$ cat src/rtl/osiris_mem_pkg.sv
// -----------------------------------------------------------------------------
// osiris_mem_pkg
// Shared definitions for the SRAM port arbiters (one per instruction/data
// memory): macro geometry and the grant FSM state encoding.
// -----------------------------------------------------------------------------
package osiris_mem_pkg;

    // sky130_sram_2kbyte_1rw1r_32x512_8 geometry.
    localparam int SRAM_WORDS   = 512;
    localparam int SRAM_WMASK_W = 4;

    // CORE: core owns port 0. GRANT: UART access issued to the SRAM.
    // ACK: UART read data on the SRAM outputs, ack driven.
    // HOLD: UART bus cycle still open, waiting for next strobe or cyc drop.
    typedef enum logic [1:0] {
        ST_CORE  = 2'd0,
        ST_GRANT = 2'd1,
        ST_ACK   = 2'd2,
        ST_HOLD  = 2'd3
    } arb_state_e;

endpackage

$ cat src/rtl/sram_port_arbiter_if.sv
// -----------------------------------------------------------------------------
// sram_port_arbiter_if
// Wishbone classic slave-side bundle between the UART bridge (master) and the
// SRAM port arbiter (slave). Request is already gated by memory select.
//   wb_cyc_i/wb_stb_i/wb_we_i : bus cycle, strobe, write enable   (master->slave)
//   wb_adr_i                  : word address                      (master->slave)
//   wb_dat_i / wb_sel_i       : write data / byte enables         (master->slave)
//   wb_dat_o / wb_ack_o       : read data / acknowledge           (slave->master)
// -----------------------------------------------------------------------------
interface sram_port_arbiter_if
    import osiris_mem_pkg::*;
#(
    parameter int ADDR_WIDTH = $clog2(SRAM_WORDS),
    parameter int DATA_WIDTH = 32
);
    logic                    wb_cyc_i;
    logic                    wb_stb_i;
    logic                    wb_we_i;
    logic [ADDR_WIDTH-1:0]   wb_adr_i;
    logic [DATA_WIDTH-1:0]   wb_dat_i;
    logic [SRAM_WMASK_W-1:0] wb_sel_i;
    logic [DATA_WIDTH-1:0]   wb_dat_o;
    logic                    wb_ack_o;

    modport master (
        output wb_cyc_i, wb_stb_i, wb_we_i, wb_adr_i, wb_dat_i, wb_sel_i,
        input  wb_dat_o, wb_ack_o
    );

    modport slave (
        input  wb_cyc_i, wb_stb_i, wb_we_i, wb_adr_i, wb_dat_i, wb_sel_i,
        output wb_dat_o, wb_ack_o
    );
endinterface

$ cat src/rtl/sram_port_arbiter.sv
// -----------------------------------------------------------------------------
// sram_port_arbiter
// Shares the read/write port 0 of one SRAM macro between the core and the
// UART Wishbone bridge. The core has the port by default with zero added
// latency; a UART strobe is latched, issued to the SRAM one cycle later, and
// acked in the cycle its read data appears. The core is stalled while the
// UART owns the port.
// Ports:
//   clk, rst_n        : clock (also SRAM clk0), async active-low reset
//   wb                : Wishbone slave (sram_port_arbiter_if.slave)
//   core_*_i          : core access request (en, we, adr, dat, wmask)
//   core_dat_o        : core read data, held stable across stalls
//   core_stall_o      : freeze core pipeline
//   sram_*0_o / _i    : SRAM port 0 pins (csb/web active low)
// -----------------------------------------------------------------------------
module sram_port_arbiter
    import osiris_mem_pkg::*;
#(
    parameter int ADDR_WIDTH = $clog2(SRAM_WORDS),
    parameter int DATA_WIDTH = 32
) (
    input  logic                    clk,
    input  logic                    rst_n,
    sram_port_arbiter_if.slave      wb,
    input  logic                    core_en_i,
    input  logic                    core_we_i,
    input  logic [ADDR_WIDTH-1:0]   core_adr_i,
    input  logic [DATA_WIDTH-1:0]   core_dat_i,
    input  logic [SRAM_WMASK_W-1:0] core_wmask_i,
    output logic [DATA_WIDTH-1:0]   core_dat_o,
    output logic                    core_stall_o,
    output logic                    sram_csb0_o,
    output logic                    sram_web0_o,
    output logic [SRAM_WMASK_W-1:0] sram_wmask0_o,
    output logic [ADDR_WIDTH-1:0]   sram_addr0_o,
    output logic [DATA_WIDTH-1:0]   sram_din0_o,
    input  logic [DATA_WIDTH-1:0]   sram_dout0_i
);

    arb_state_e              state_q,     state_d;
    logic [ADDR_WIDTH-1:0]   adr_q,       adr_d;
    logic [DATA_WIDTH-1:0]   dat_q,       dat_d;
    logic [SRAM_WMASK_W-1:0] sel_q,       sel_d;
    logic                    we_q,        we_d;
    logic                    prev_core_q, prev_core_d;
    logic [DATA_WIDTH-1:0]   rdata_q,     rdata_d;
    logic                    csb;
    logic                    accept;

    // NOTE: every output of this block gets a default before the case so
    // no path through it can leave a variable unassigned (no latches).
    always_comb begin
        state_d       = state_q;
        adr_d         = adr_q;
        dat_d         = dat_q;
        sel_d         = sel_q;
        we_d          = we_q;
        accept        = 1'b0;
        csb           = 1'b1;
        sram_web0_o   = 1'b1;
        sram_addr0_o  = core_adr_i;
        sram_din0_o   = core_dat_i;
        sram_wmask0_o = core_wmask_i;
        wb.wb_ack_o   = 1'b0;
        wb.wb_dat_o   = '0;

        unique case (state_q)
            ST_CORE: begin
                // A simultaneous core access still goes out this cycle; the
                // UART request is only latched and served next cycle.
                csb         = ~core_en_i;
                sram_web0_o = ~(core_en_i & core_we_i);
                if (wb.wb_cyc_i && wb.wb_stb_i) begin
                    accept  = 1'b1;
                    state_d = ST_GRANT;
                end
            end
            ST_GRANT: begin
                // Latched access always completes, even if cyc has dropped.
                csb           = 1'b0;
                sram_web0_o   = ~we_q;
                sram_addr0_o  = adr_q;
                sram_din0_o   = dat_q;
                sram_wmask0_o = sel_q;
                state_d       = ST_ACK;
            end
            ST_ACK: begin
                wb.wb_ack_o = wb.wb_cyc_i;
                wb.wb_dat_o = sram_dout0_i;
                state_d     = wb.wb_cyc_i ? ST_HOLD : ST_CORE;
            end
            ST_HOLD: begin
                if (!wb.wb_cyc_i) begin
                    state_d = ST_CORE;
                end else if (wb.wb_stb_i) begin
                    accept  = 1'b1;
                    state_d = ST_GRANT;
                end
            end
            default: state_d = ST_CORE;
        endcase

        if (accept) begin
            adr_d = wb.wb_adr_i;
            dat_d = wb.wb_dat_i;
            sel_d = wb.wb_sel_i;
            we_d  = wb.wb_we_i;
        end
    end

    // Only a core read performed in CORE refreshes the core's read register;
    // UART traffic on the shared dout never disturbs it.
    assign prev_core_d  = (state_q == ST_CORE) && core_en_i && !core_we_i;
    assign rdata_d      = prev_core_q ? sram_dout0_i : rdata_q;
    assign core_dat_o   = prev_core_q ? sram_dout0_i : rdata_q;

    // Decoded from the state register only: no path from the Wishbone inputs.
    assign core_stall_o = (state_q != ST_CORE);

    // Deselect the macro while reset is held, whatever the core is driving.
    assign sram_csb0_o  = csb | ~rst_n;

    // NOTE: state registers use non-blocking assignments so every flop
    // samples its pre-edge _d value, independent of statement order.
    always_ff @(posedge clk or negedge rst_n) begin
        if (!rst_n) begin
            state_q     <= ST_CORE;
            adr_q       <= '0;
            dat_q       <= '0;
            sel_q       <= '0;
            we_q        <= 1'b0;
            prev_core_q <= 1'b0;
            rdata_q     <= '0;
        end else begin
            state_q     <= state_d;
            adr_q       <= adr_d;
            dat_q       <= dat_d;
            sel_q       <= sel_d;
            we_q        <= we_d;
            prev_core_q <= prev_core_d;
            rdata_q     <= rdata_d;
        end
    end

endmodule
$ cat src/flat_wrapper.sv
// flat-port wrapper written by rule: the top's interface ports become plain ports
module sram_port_arbiter_flat import osiris_mem_pkg::*;
#(
    parameter int ADDR_WIDTH = $clog2(SRAM_WORDS),
    parameter int DATA_WIDTH = 32
)
  (clk, rst_n, core_en_i, core_we_i, core_adr_i, core_dat_i, core_wmask_i, core_dat_o, core_stall_o, sram_csb0_o, sram_web0_o, sram_wmask0_o, sram_addr0_o, sram_din0_o, sram_dout0_i, wb_wb_cyc_i, wb_wb_stb_i, wb_wb_we_i, wb_wb_adr_i, wb_wb_dat_i, wb_wb_sel_i, wb_wb_dat_o, wb_wb_ack_o);
  sram_port_arbiter_if #(.ADDR_WIDTH(ADDR_WIDTH), .DATA_WIDTH(DATA_WIDTH)) wb_i ();
  input  logic clk;
  input  logic rst_n;
  input  logic core_en_i;
  input  logic core_we_i;
  input  logic [ADDR_WIDTH-1:0] core_adr_i;
  input  logic [DATA_WIDTH-1:0] core_dat_i;
  input  logic [SRAM_WMASK_W-1:0] core_wmask_i;
  output logic [DATA_WIDTH-1:0] core_dat_o;
  output logic core_stall_o;
  output logic sram_csb0_o;
  output logic sram_web0_o;
  output logic [SRAM_WMASK_W-1:0] sram_wmask0_o;
  output logic [ADDR_WIDTH-1:0] sram_addr0_o;
  output logic [DATA_WIDTH-1:0] sram_din0_o;
  input  logic [DATA_WIDTH-1:0] sram_dout0_i;
  input wire logic [$bits(wb_i.wb_cyc_i)-1:0] wb_wb_cyc_i;
  input wire logic [$bits(wb_i.wb_stb_i)-1:0] wb_wb_stb_i;
  input wire logic [$bits(wb_i.wb_we_i)-1:0] wb_wb_we_i;
  input wire logic [$bits(wb_i.wb_adr_i)-1:0] wb_wb_adr_i;
  input wire logic [$bits(wb_i.wb_dat_i)-1:0] wb_wb_dat_i;
  input wire logic [$bits(wb_i.wb_sel_i)-1:0] wb_wb_sel_i;
  output wire logic [$bits(wb_i.wb_dat_o)-1:0] wb_wb_dat_o;
  output wire logic [$bits(wb_i.wb_ack_o)-1:0] wb_wb_ack_o;
  assign wb_i.wb_cyc_i = wb_wb_cyc_i;
  assign wb_i.wb_stb_i = wb_wb_stb_i;
  assign wb_i.wb_we_i = wb_wb_we_i;
  assign wb_i.wb_adr_i = wb_wb_adr_i;
  assign wb_i.wb_dat_i = wb_wb_dat_i;
  assign wb_i.wb_sel_i = wb_wb_sel_i;
  assign wb_wb_dat_o = wb_i.wb_dat_o;
  assign wb_wb_ack_o = wb_i.wb_ack_o;
  sram_port_arbiter #(.ADDR_WIDTH(ADDR_WIDTH), .DATA_WIDTH(DATA_WIDTH)) u_core (.clk(clk), .rst_n(rst_n), .wb(wb_i), .core_en_i(core_en_i), .core_we_i(core_we_i), .core_adr_i(core_adr_i), .core_dat_i(core_dat_i), .core_wmask_i(core_wmask_i), .core_dat_o(core_dat_o), .core_stall_o(core_stall_o), .sram_csb0_o(sram_csb0_o), .sram_web0_o(sram_web0_o), .sram_wmask0_o(sram_wmask0_o), .sram_addr0_o(sram_addr0_o), .sram_din0_o(sram_din0_o), .sram_dout0_i(sram_dout0_i));
endmodule
$ cat config.mk
export PLATFORM = sky130hd
export DESIGN_NAME = sram_port_arbiter_flat
export DESIGN_NICKNAME = d
export VERILOG_FILES = /design/src/rtl/osiris_mem_pkg.sv /design/src/rtl/sram_port_arbiter_if.sv /design/src/rtl/sram_port_arbiter.sv /design/src/flat_wrapper.sv
export SDC_FILE = /design/constraint.sdc
export NUM_CORES = 1
export LEC_CHECK = 0
export ABC_CLOCK_PERIOD_IN_PS = 1750
export BUFFER_PORTS_ARGS = -buffer_cell sky130_fd_sc_hd__buf_2
export CORE_ASPECT_RATIO = 1.4
export CORE_MARGIN = 8
export CORE_UTILIZATION = 35
export DETAILED_ROUTE_END_ITERATION = 12
export PLACE_DENSITY_LB_ADDON = 0.05
export SLEW_MARGIN = 10
export SYNTH_ARGS = -nofsm -noshare
export SYNTH_HDL_FRONTEND = slang
export SYNTH_SLANG_ARGS = --single-unit
$ cat constraint.sdc
create_clock -name clk -period 1.75 [get_ports clk]
set_input_delay 0 -clock clk [delete_from_list [all_inputs] [get_ports clk]]
set_output_delay 0 -clock clk [all_outputs]
set_load 0.02 [all_outputs]
==> summary.md, run 1 <==
| Metric | Value |
|---|---|
| CP bufs+invs | 3 |
| Gate Count Post-Synth | 277 |
| Slew @ Worst Pin | 430 ps |
| Clock Sinks | 81 |
| Post-synthesis cell type count | 22 |
| Power density cells | 1750 nW/um^2 |
| Non-Filler Instances | 779 |
| TritonRoute pass-1 iters | 4 |
| Worst path arrival time | 1960 ps |
| Worst setup SP type | flip-flop |
| Clk root buf | clkbuf_16 |
| Vias in the first global route | 3,944 |
| Final cycle utilization of the critical path | 100% |
| Sequential share of power | 26.0% |
| Worst vdd ir | 0.892 mV |
| Pin count of the biggest net entering global routing | 52 |
| Synth cell count leaders | mux2_2, dfrtp_1, mux2_4 |
| H-Tree Depth | 3 |
| Synth Warn # | 0 |
| Grt ovf | 0 |
| Share of flip-flops with an asynchronous set or reset | 100% |
| Max Cap Viol | 0 |
| Global-route wire length before repair | 19.5 mm |
| Initial core utilization | 35.4% |
| Psw | 4.67 mW |
| Worst path cell trace | buf_6 > ha_4 > o211ai_4 > nor2_8 > buf_12 > clkbuf_16 > mux2_4 |
| Synthesized Nets | 411 |
| HP Class | input pin to flip-flop |
| Synth area leaders | dfrtp_1, mux2_2, mux2_4 |
| Via/cell ratio | 4.50 |
| Final net count | 762 |
| Post-synth EDFFs | 0 |
| Rows | 47 |
| Maximum buffer depth of the clock tree | 2 |
| Most used DFF post-synth | dfrtp_1 |
| Area grow syn2layout | 75.1% |
| Comb pwr share | 59.5% |
| Register area | 2030 um^2 |
| Setup WS post-layout | -2.32 ps |
| Routability cong. | 0.721 |
| Multi-input gate area | 2060 um^2 |
| Vias | 3,505 |
| DR iter-0 viols | 55 |
| Setup TNS | -3.67 ps |
| Width of the die | 108 um |
| Most frequent cell after synthesis | mux2_2 |
| Synthesized cell area | 4120 um^2 |
| Routed Antenna Nets | 0 |
| Core box area | 11,600 um^2 |
| Later-pin clock latency in the skew report | 330 ps |
| Status | finished with violations |
| DRC viols | 0 |
| DPL Wire Length | 9.32 mm |
| Post-layout minimum cycle time | 1750 ps |
| Synth Area per Inst | 14.9 um^2 |
| Slowest cell delay on critical path | 440 ps |
| Placed Cells | 661 |
| Worst setup path class | flip-flop to flip-flop |
| Sw frac | 37.0% |
| Count of final setup violators | 3 |
| Clk slew on worst S/H paths | 60 ps |
| Violations in the final reports | setup timing |
| Clock share of power | 14.4% |
| Fmax | 571 MHz |
| Post-synthesis sequential area ratio | 49.2% |
| CP endpoint kind | flip-flop |
| Clk_skew | 4.39 ps |
| Detailed-route wire length per cell | 17.2 um |
| # port buffers | 241 |
| Max-slew headroom | 71.4% |
| Die height | 144 um |
| Worst path required time | 1960 ps |
| Lkg Pwr | 3.60 nW |
| CP max-delay cell | dfrtp_2 |
| Critical path's top delay family | buffers and inverters |
| Slew Limit Fails | 0 |
| CTS buffer count | 9 |
| Seq cells post-synth | 81 |
| I/O pins | 242 |
| GR Util All Layers | 15.9% |
| WL final | 13.4 mm |
| Crit path max fanout | 7 |
| Full die area | 15,500 um^2 |
| Synth top area share | 49.2% |
| Final hold vios | 0 |
| Initial antenna violation count | 0 |
| Pint | 7.95 mW |
| RSZ-0062 raised after global routing | yes |
| Fill count | 919 |
| CTS tree | built |
| Yosys top cell by area | dfrtp_1 |
| Share of cells above drive strength 1 | 67.2% |
-- placed cells by master (no fill, tap or decap), types with 3 or more instances in the layout --
cell type / count
dlygate4sd3_1: 81
and2_1: 32
dfrtp_1: 80
buf_6: 18
mux2_2: 68
buf_12: 10
ha_4: 5
clkbuf_16: 15
buf_4: 19
clkinv_2: 3
mux2_4: 54
buf_2: 221
-- registers in the layout, indices dropped and copies added, names as in the netlist --
| signal | count |
|---|---|
| u_core.sel_q | 4 |
| u_core.state_q | 2 |
| u_core.we_q | 1 |
| u_core.rdata_q | 32 |
| u_core.prev_core_q | 1 |
| u_core.dat_q | 32 |
| u_core.adr_q | 9 |
-- cells by family after synthesis --
kind of cell / count (synthesis) / share of synthesized area [%]
flops: 81 / 49.2
compound gates: 7 / 1.64
mux: 126 / 38.0
simple gates: 38 / 5.98
fa+ha+maj: 5 / 1.52
buf+inv: 20 / 3.64
-- layer usage --
layer	global-route usage (%)	up-vias	share of wire (%)
met4	5.50	0	1.3
met1	15.9	1680	35
met5	0	-	0
li1	-	1672	-
met2	29.4	139	55
met3	5.66	14	8.2
-- metrics by stage --
| stage | instance area [um^2] | total power [mW] | hold WS (ps) | worst slack (ps) | util (%) |
|---|---|---|---|---|---|
| floorplan | 4120 | 7.55 | -296 | 22.9 | - |
| global placement | 5530 | 9.34 | -38.7 | 44.7 | 47.5 |
| detailed placement | 5530 | 9.46 | -36.5 | -10.9 | 47.5 |
| CTS | 6750 | 11.8 | 64.1 | -25.9 | 57.9 |
| global route | 7210 | 13.3 | 81.1 | -45.4 | 61.9 |
| finish | 7210 | 12.6 | 75.5 | -2.32 | 62.0 |
-- power groups by stage --
stage          registers [mW]  logic (mW)  clock network [mW]
2_1_floorplan            3.09        4.46                   0
3_3_place_gp             3.28        6.06                   0
3_5_place_dp             3.28        6.19                   0
4_1_cts                  3.28        6.64                1.87
5_1_grt                  3.39        7.99                1.95
6_report                 3.28        7.51                1.82
-- worst paths after layout --
path | from | end | slack [ps] | depth (start not counted)
min in group asynchronous | rst_n | u_core.rdata_q[26] | 140 | 2
min | wb_wb_cyc_i | u_core.state_q[0] | 80 | 3
max | u_core.state_q[0] | u_core.dat_q[27] | -2 | 7
max in group asynchronous | rst_n | u_core.state_q[0] | 970 | 3
min reg2reg | u_core.rdata_q[3] | u_core.rdata_q[3] | 490 | 1
max reg2reg | u_core.state_q[0] | u_core.dat_q[27] | -2 | 7
-- worst reg2reg max path, delay by kind of cell (launching register included) --
kind / cells / cell delay [ps]
muxes: 1 / 290
and+or+nand+nor: 1 / 70
adders and majority gates: 1 / 160
buffers and inverters: 3 / 440
DFF: 1 / 440
AOI/OAI and AO/OA: 1 / 240
-- repair_timing --
action | 4_1_cts | 5_1_grt
setup buffers | 7 | 7
hold buffers | 81 | 0
hold endpoints to repair | 109 | 0
pin swaps | 0 | 3
endpoints found under the setup margin | 59 | 109
gates cloned | 1 | 7
gates resized for setup | 8 | 63
-- layout make-up --
cell class / instances / share of cell area (%)
Clock inverter: 4 / 0.624
Inverter: 4 / 0.208
Timing Repair Buffer: 356 / 36.6
Tap cell: 147 / 2.55
Antenna cell: 1 / 0.0347
Clock buffer: 10 / 3.31
Sequential cell: 81 / 28.1
Multi-Input combinational cell: 176 / 28.6
No activity file was read; power rests on OpenSTA's default activity.
==> inputs of run 2 (changes only) <==
- ABC_CLOCK_PERIOD_IN_PS: 1750 -> 1600
- PLACE_DENSITY: not set -> 0.67
- PLACE_DENSITY_LB_ADDON: 0.05 -> not set
- clock period: 1.75 -> 1.6 ns (I/O delays scaled with it)
==> run 2 against run 1 <==
  * The run still ends with setup timing left
  * Routed wire length up 17%
  * Count of clock-buffer cells in the layout up 1
  * Cell count up 0.64%
  * Clock power up 27%
  * Combinational power up 31%
  * Via count up 4.6%
  * Non-clock buffer count up 5
  * Die area unchanged
  * Critical endpoint is now sram_addr0_o[7]
==> summary.md, run 2 (synthesis results as in run 1) <==
| Metric | Value |
|---|---|
| Fmax | 563 MHz |
| TritonRoute pass-1 iters | 6 |
| Reg2reg start | u_core.state_q[0] |
| Worst path cell trace | inv_2 > buf_6 > ha_4 > buf_12 > clkbuf_16 > mux2_4 > buf_6 |
| CP startpoint | u_core.state_q[1] |
| Final net count | 767 |
| CTS buffer count | 9 |
| Power density cells | 2000 nW/um^2 |
| GR Util All Layers | 18.9% |
| Core box area | 11,600 um^2 |
| Crit-path most repeated cell | buf_6 |
| Post-layout minimum cycle time | 1770 ps |
| # port buffers | 241 |
| Lkg Pwr | 3.87 nW |
| Max-slew headroom | 63.8% |
| Maximum buffer depth of the clock tree | 2 |
| RSZ-0062 raised after global routing | yes |
| Setup TNS | -12,710 ps |
| Slowest cell delay on critical path | 380 ps |
| R2R Setup Slk | -160 ps |
| Pre-CTS WS | -47.8 ps |
| Slew @ Worst Pin | 543 ps |
| Later-pin clock latency in the skew report | 330 ps |
| Vias in the first global route | 4,235 |
| R2r endpoint | u_core.dat_q[9] |
| Rows | 47 |
| Width of the die | 108 um |
| Most common cell after layout, fill and taps aside | buf_2 |
| Initial antenna violation count | 1 |
| Initial core utilization | 35.4% |
| Detailed-route wire length per cell | 20.0 um |
| Final cycle utilization of the critical path | 111% |
| Worst setup path class | flip-flop to output pin |
| Most frequent cells in the layout | buf_2, buf_6, mux2_4, dlygate4sd3_1, dfrtp_1 |
| Die height | 144 um |
| DPL Wire Length | 9.39 mm |
| Clock Sinks | 81 |
| Critical path endpoint | sram_addr0_o[7] |
| Grt ovf | 0 |
| I/O pins | 242 |
| Share of cells above drive strength 1 | 72.2% |
| Vias | 3,665 |
| Area grow syn2layout | 90.7% |
| Worst path arrival time | 1770 ps |
| Clk_skew | 5.02 ps |
| Worst setup SP type | flip-flop |
| CP max-delay cell | dfrtp_1 |
| H-Tree Depth | 3 |
| CP endpoint kind | output pin |
| Status | finished with violations |
| Full die area | 15,500 um^2 |
| Setup WS post-layout | -175 ps |
| DRC viols | 0 |
| CP Depth | 7 |
| Pin count of the biggest net entering global routing | 44 |
| Routed Antenna Nets | 0 |
| Count of final setup violators | 126 |
| Critical path's top delay family | buffers and inverters |
| HP Class | input pin to flip-flop |
| WL final | 15.7 mm |
| Top flop regs | u_core.dat_q: 32 flops, u_core.rdata_q: 32 flops, u_core.adr_q: 9 flops |
| Clk root buf | clkbuf_16 |
| Slew Limit Fails | 0 |
| R2r worst-path depth | 8 |
| Crit path max fanout | 5 |
| Routability cong. | 0.733 |
| Worst vdd ir | 0.985 mV |
| Via/cell ratio | 4.67 |
| Global-route wire length before repair | 22.5 mm |
| DR iter-0 viols | 87 |
| Beginning of the worst hold path | wb_wb_stb_i |
| Violations in the final reports | setup timing |
| Final hold vios | 0 |
| Max Cap Viol | 0 |
| Clk slew on worst S/H paths | 60 ps |
| CP bufs+invs | 5 |
| Worst path required time | 1600 ps |
| CTS tree | built |
-- run 2: cell count changes in the layout (fill, tap and decap cells not counted), moves of 2 or more --
| cell | before | now |
|---|---|---|
| buf_4 | 19 | 10 |
| and2_4 | 0 | 33 |
| clkinv_2 | 3 | 0 |
| buf_12 | 10 | 8 |
| buf_8 | 0 | 2 |
| buf_16 | 1 | 4 |
| clkbuf_16 | 15 | 11 |
| buf_6 | 18 | 86 |
| bufinv_16 | 1 | 3 |
| buf_2 | 221 | 168 |
| mux2_4 | 54 | 82 |
| and2_1 | 32 | 0 |
| mux2_2 | 68 | 40 |
-- run 2: through the flow --
| stage | cell area [um^2] | hold WS (ps) | power [mW] | utilization, % | std cells |
|---|---|---|---|---|---|
| 2_1_floorplan | 4130 | -296 | 8.32 | - | 277 |
| 6_report | 7860 | 65.1 | 15.7 | 67.5 | 784 |
| 3_3_place_gp | 5570 | 83.8 | 10.3 | 47.8 | 666 |
| 4_1_cts | 7660 | 54.5 | 15.2 | 65.8 | 785 |
| 5_1_grt | 7860 | 97.7 | 16.5 | 67.5 | 784 |
| 3_5_place_dp | 5570 | 98.8 | 10.4 | 47.8 | 666 |
-- run 2: per-layer routing --
layer / GRT usage [%] / routed length [um]
met4: 9.53 / 456
met5: 0 / 0
met2: 35.5 / 8780
met1: 18.7 / 5490
met3: 4.55 / 932
-- run 2: worst reg2reg max path, stage by stage (launching register included) --
cell and delay [ps]:
dfrtp_1 400, buf_6 140, inv_6 60, ha_4 140, o211ai_4 100, nor2_8 210
buf_6 150, buf_12 130, mux2_4 310
-- run 2: repair_timing --
item / 4_1_cts / 5_1_grt
endpoints found under the setup margin: 108 / 127
resized for setup: 177 / 84
endpoints found under the hold margin: 160 / 0
hold buffers: 81 / 0
pin swaps: 6 / 27
cloned: 9 / 2
setup buffers: 15 / 1
-- run 2: power breakdown --
| group | switching [mW] | internal, mW | leakage [nW] | total [mW] |
|---|---|---|---|---|
| Clock | 0.764 | 1.55 | 0.162 | 2.31 |
| Combinational | 4.36 | 5.47 | 2.74 | 9.83 |
| Sequential | 0.518 | 3.08 | 0.974 | 3.60 |
| Total | 5.65 | 10.1 | 3.87 | 15.7 |
-- run 2: worst min-delay path by stage --
stage	endpoint	slack [ps]	depth (start not counted)
3_5_place_dp	u_core.dat_q[26]	100	2
2_1_floorplan	u_core.adr_q[0]	-300	0
3_3_place_gp	u_core.dat_q[27]	80	2
5_1_grt	u_core.state_q[0]	100	3
6_report	u_core.state_q[0]	70	3
4_1_cts	u_core.state_q[0]	50	3
-- run 2: final cells by class --
cell class / instances / area (um^2)
sequential: 81 / 2030
clock inverter: 3 / 90.1
antenna: 1 / 2.50
fill: 761 / 3780
inverter: 4 / 20.0
clock buffer: 11 / 243
timing repair buffer: 361 / 3050
tap: 147 / 184
multi-input combinational: 176 / 2250
